[src/rtl/branch_resolve_queue.sv]
// In-order queue of in-flight predicted branches: allocated at fetch, resolved out of order
// by execute, retired at the head to train the BHT and to redirect fetch on a mispredict.
module branch_resolve_queue #(
    parameter int DEPTH = 8,
    localparam int TAGW = $clog2(DEPTH)
) (
    input  logic            clk,
    input  logic            rst_n,
    input  logic            alloc_valid,
    output logic            alloc_ready,
    input  logic [31:0]     alloc_pc,
    input  logic            alloc_pred_taken,
    input  logic [31:0]     alloc_pred_target,
    output logic [TAGW-1:0] alloc_tag,
    input  logic            ex_valid,
    input  logic [TAGW-1:0] ex_tag,
    input  logic            ex_taken,
    input  logic [31:0]     ex_target,
    output logic            resolve_valid,
    output logic [31:0]     resolve_pc,
    output logic            resolve_taken,
    output logic            redirect_valid,
    output logic [31:0]     redirect_pc,
    output logic [TAGW:0]   count,
    output logic [15:0]     mispredict_cnt
);

    logic [DEPTH-1:0] r_valid;
    logic [DEPTH-1:0] r_done;
    logic [DEPTH-1:0] r_predTaken;
    logic [DEPTH-1:0] r_actTaken;
    logic [31:0]      r_pc        [DEPTH];
    logic [31:0]      r_predTarget[DEPTH];
    logic [31:0]      r_actTarget [DEPTH];

    logic [TAGW-1:0]  r_head;
    logic [TAGW-1:0]  r_tail;
    logic [TAGW:0]    r_count;
    logic             r_resolveValid;
    logic [31:0]      r_resolvePc;
    logic             r_resolveTaken;
    logic             r_redirectValid;
    logic [31:0]      r_redirectPc;
    logic [15:0]      r_mispredictCnt;

    logic             w_alloc;
    logic             w_exWrite;
    logic             w_pop;
    logic             w_mispredict;
    logic             w_headPred;
    logic             w_headAct;
    logic [31:0]      w_headPc;
    logic [31:0]      w_headPredTarget;
    logic [31:0]      w_headActTarget;
    logic [TAGW:0]    w_countNext;

    assign alloc_ready = (r_count != (TAGW+1)'(DEPTH)) & ~r_redirectValid;
    assign w_alloc     = alloc_valid & alloc_ready;
    assign w_exWrite   = ex_valid & r_valid[ex_tag] & ~r_done[ex_tag];

    assign w_headPred       = r_predTaken[r_head];
    assign w_headAct        = r_actTaken[r_head];
    assign w_headPc         = r_pc[r_head];
    assign w_headPredTarget = r_predTarget[r_head];
    assign w_headActTarget  = r_actTarget[r_head];

    // Retirement looks only at registered state, so an ex write to the head retires a cycle later.
    assign w_pop        = r_valid[r_head] & r_done[r_head];
    assign w_mispredict = w_pop & ((w_headAct != w_headPred) |
                          (w_headAct & w_headPred & (w_headActTarget != w_headPredTarget)));

    always_comb begin
        w_countNext = r_count;
        case ({w_alloc, w_pop})
            2'b10:   w_countNext = r_count + (TAGW+1)'(1);
            2'b01:   w_countNext = r_count - (TAGW+1)'(1);
            default: w_countNext = r_count;
        endcase
    end

    always_ff @(posedge clk or negedge rst_n) begin
        if (!rst_n) begin
            r_valid         <= '0;
            r_done          <= '0;
            r_head          <= '0;
            r_tail          <= '0;
            r_count         <= '0;
            r_resolveValid  <= 1'b0;
            r_resolvePc     <= '0;
            r_resolveTaken  <= 1'b0;
            r_redirectValid <= 1'b0;
            r_redirectPc    <= '0;
            r_mispredictCnt <= '0;
        end else begin
            r_resolveValid  <= w_pop;
            r_redirectValid <= w_mispredict;
            if (w_pop) begin
                r_resolvePc    <= w_headPc;
                r_resolveTaken <= w_headAct;
            end
            if (w_mispredict) begin
                r_redirectPc    <= w_headAct ? w_headActTarget : w_headPc + 32'd4;
                r_mispredictCnt <= r_mispredictCnt + 16'd1;
                // Everything younger than the mispredicted branch is wrong-path work.
                r_valid <= '0;
                r_done  <= '0;
                r_head  <= '0;
                r_tail  <= '0;
                r_count <= '0;
            end else begin
                if (w_alloc) begin
                    r_valid[r_tail] <= 1'b1;
                    r_done[r_tail]  <= 1'b0;
                    r_tail          <= r_tail + TAGW'(1);
                end
                if (w_exWrite) begin
                    r_done[ex_tag] <= 1'b1;
                end
                if (w_pop) begin
                    r_valid[r_head] <= 1'b0;
                    r_head          <= r_head + TAGW'(1);
                end
                r_count <= w_countNext;
            end
        end
    end

    // Payload storage needs no reset; the valid/done bits qualify every read.
    always_ff @(posedge clk) begin
        if (w_alloc) begin
            r_pc[r_tail]         <= alloc_pc;
            r_predTaken[r_tail]  <= alloc_pred_taken;
            r_predTarget[r_tail] <= alloc_pred_target;
        end
        if (w_exWrite) begin
            r_actTaken[ex_tag]  <= ex_taken;
            r_actTarget[ex_tag] <= ex_target;
        end
    end

    assign alloc_tag      = r_tail;
    assign resolve_valid  = r_resolveValid;
    assign resolve_pc     = r_resolvePc;
    assign resolve_taken  = r_resolveTaken;
    assign redirect_valid = r_redirectValid;
    assign redirect_pc    = r_redirectPc;
    assign count          = r_count;
    assign mispredict_cnt = r_mispredictCnt;

endmodule

[config.mk]
export PLATFORM = sky130hd
export DESIGN_NAME = branch_resolve_queue
export DESIGN_NICKNAME = d
export VERILOG_FILES = /design/src/rtl/branch_resolve_queue.sv
export SDC_FILE = /design/constraint.sdc
export NUM_CORES = 1
export LEC_CHECK = 0
export CELL_PAD_IN_SITES_DETAIL_PLACEMENT = 1
export CELL_PAD_IN_SITES_GLOBAL_PLACEMENT = 1
export CORE_MARGIN = 5
export CORE_UTILIZATION = 59
export DETAILED_ROUTE_END_ITERATION = 10
export DONT_BUFFER_PORTS = 1
export PLACE_DENSITY = 0.94
export SLEW_MARGIN = 30
export SYNTH_ARGS = -nofsm -noshare
export SYNTH_HDL_FRONTEND = slang
export SYNTH_SLANG_ARGS = --single-unit
[constraint.sdc]
create_clock -name clk -period 19.17 [get_ports clk]
set_input_delay 1.917 -clock clk [delete_from_list [all_inputs] [get_ports clk]]
set_output_delay 1.917 -clock clk [all_outputs]
set_load 0.02 [all_outputs]
==> flow_metrics.tcl <==
set metrics [dict create \
    portBuffers 0 \
    grt_pass1_vias 23000 \
    grt_overflow 0 \
    required_ns 19.73 \
    synth_top_area_cell "edfxtp_1" \
    hold_class "flop to flop" \
    fmax_ghz 0.153 \
    reg2reg_to "r_head[0]" \
    crit_start "r_head[0]" \
    r2r_setup_slack_ns 12.62 \
    vias 21400 \
    fin_crit_sh_pct 34.2 \
    worstSetupPathType "flop to flop" \
    worst_pin_slew_ns 1.11 \
    cts_tree "yes" \
    synth_area_mm2 0.0364 \
    cts_buffers 89 \
    grt_setup_unrepaired "false" \
    slew_violations 0 \
    post_cts_buffers 0 \
    post-place-cells 2781 \
    hold_viol_final 0 \
    antenna_found_initial 7 \
    synth-edff-count 784 \
    ys_warn_count 0 \
    switching_share_pct 37.7 \
    combPwrFrac_pct 31.9 \
    drt_iter0_markers 3008 \
    vias_per_cell 7.26 \
    dr.pass1.iters 6 \
    cts_resized 0 \
    gp_congestion 0.878 \
    groute.usage.overall_pct 34.2 \
    final_cells 2948 \
    r2r_cells 13 \
    switching_power_mw 2.51 \
    end_kind "flop" \
    nets 2196 \
    die_h_um 258 \
    avgSynthCellArea_um2 17.7 \
    crit_path_max_fanout 45 \
    worst_setup_path_start_kind "flop" \
    drive_above_1_share_pct 18.0 \
    path_clk_slew_ns 0.07 \
    yosys-top-cells-area "edfxtp_1 65%, mux4_2 7.6%, dfrtp_1 7.5%" \
    seqPwrFrac_pct 41.4 \
    drc 0 \
    timing.final.crit_period_ns 6.55 \
    syn-instance-count 2052 \
    synth-seq-cells 893 \
    cap_viol_max_count 0 \
    cp-endpoint "r_head[0]" \
    setup_viol 0 \
    grt_pass1_wl_um 165000 \
    synth_top_cells_by_count "784 x edfxtp_1, 131 x nand2_1, 122 x mux4_2" \
    r2r_start "r_head[0]" \
    wl_um 115000 \
    synth_top_area_share_pct 64.7 \
    area_growth_pct 10.3 \
    synth_seq_area_share_pct 72.2 \
    synthArstFlopShare_pct 12.2 \
    ir_worst_vdd_mv 0.100 \
    cts_htree_levels 3 \
    cts_root_buffer "clkbuf_16" \
    antenna_left 0 \
    status "complete, no violations" \
    clock_sinks 893 \
    dp_hpwl_um 66000 \
    die_w_um 258 \
    grt_max_degree 135 \
    io_pins 196 \
    arrival_ns 7.12 \
    p_clk_share_pct 26.7 \
    cts_buffer_depth 3 \
    holdBufCountCts 0 \
    dieArea_mm2 0.0667 \
    clk_latency_ns 0.67 \
    fin_tns_setup_ns 0 \
    ys_types 82 \
    synthFlopType "edfxtp_1" \
    leakage_nw 13.2 \
    core_mm2 0.0614 \
    syn_nets 2165 \
    placementRows 91 \
    power.density_mw_per_mm2 166 \
    synth.most_common_cell "edfxtp_1" \
    wl_per_cell_um 38.9 \
    slew_headroom_pct 25.4 \
    skew_ns 0.0468 \
    p_int_mw 4.14 \
    start_util_pct 59.2 \
]
-- cells in the final DEF (no fill, tap or decap), types with 33 or more instances in the layout --
cell type and n:
nand2_1 131, edfxtp_1 784, mux4_2 122, buf_4 39
clkbuf_16 91, nor2_1 105, mux2_2 33, xnor2_1 98
a21oi_1 60, xor2_1 64, dfrtp_1 106, mux2i_1 63
-- stage by stage --
stage          hold WS [ns]  setup WS, ns  util, %  instance area (um^2)  total power [mW]
6_report              0.617         12.62     65.4                 40100              6.65
5_1_grt               0.629         12.43     65.3                 40100              6.80
4_1_cts               0.612         12.60     65.3                 40100              6.57
3_5_place_dp          0.550         12.90     60.5                 37100              4.73
3_3_place_gp          0.524         13.44     60.4                 37100              4.56
2_1_floorplan         0.504         10.13        -                 36400              4.01
-- cells by family after synthesis --
logic type	count (synthesis)	share of synthesized area [%]
and+or+nand+nor	387	4.97
DFF	893	72.2
AOI/OAI and AO/OA	232	4.48
muxes	244	11.9
buffers and inverters	126	2.24
adders and majority gates	8	0.296
xor gates and xnor gates	162	3.90
-- per-layer routing --
layer	global-route usage (%)	wire, um	vias up
met5	0	58	-
met4	19.0	8330	8
met3	12.7	15100	567
met2	53.9	53700	1846
met1	41.2	37300	10900
li1	-	-	8122
-- layout make-up --
type,count,area (um^2)
flip-flops and latches,893,26300
fillers,5010,21300
multi-input cells,1033,9420
clock buffers,114,2430
well taps,790,988
clock inverters,49,495
repair buffers,44,399
inverters,22,82.6
diodes,3,7.51
-- flip-flops by register name (all words and copies together), names as in the netlist, 4 cells and up --
register and cells:
count 4, mispredict_cnt 16, r_actTaken 8, r_actTarget 256, r_done 8, r_pc 256, r_predTaken 8, r_predTarget 256
r_valid 8, redirect_pc 32, resolve_pc 32
-- worst min path at each step --
stage	start	depth (start not counted)	to
after floorplan	r_valid[6]	2	r_valid[6]
after global placement	r_done[2]	2	r_done[2]
after detailed placement	r_done[0]	2	r_done[0]
after CTS	r_done[0]	2	r_done[0]
after global routing	r_valid[4]	2	r_valid[4]
final	r_done[2]	2	r_done[2]
-- critical path: stages, from the launching register on --
cell and delay (ns):
dfrtp_4 0.49, buf_4 0.65, buf_4 0.60, buf_4 0.82
o21ai_0 0.35, nand2_1 0.15, o221ai_1 0.13, ha_1 0.38
a31o_2 0.24, nor4_1 0.89, o211ai_1 0.37, nor2_2 0.68
o21ai_0 0.29, o21ai_0 0.32
-- power groups by stage --
| stage | Sequential (mW) | Combinational (mW) | Clock [mW] |
|---|---|---|---|
| after floorplan | 2.67 | 1.34 | 0 |
| after CTS | 2.75 | 2.05 | 1.78 |
| final | 2.75 | 2.12 | 1.78 |
| after detailed placement | 2.77 | 1.96 | 0 |
| after global placement | 2.74 | 1.82 | 0 |
| after global routing | 2.76 | 2.15 | 1.88 |
(Power assumes the default switching activity.)
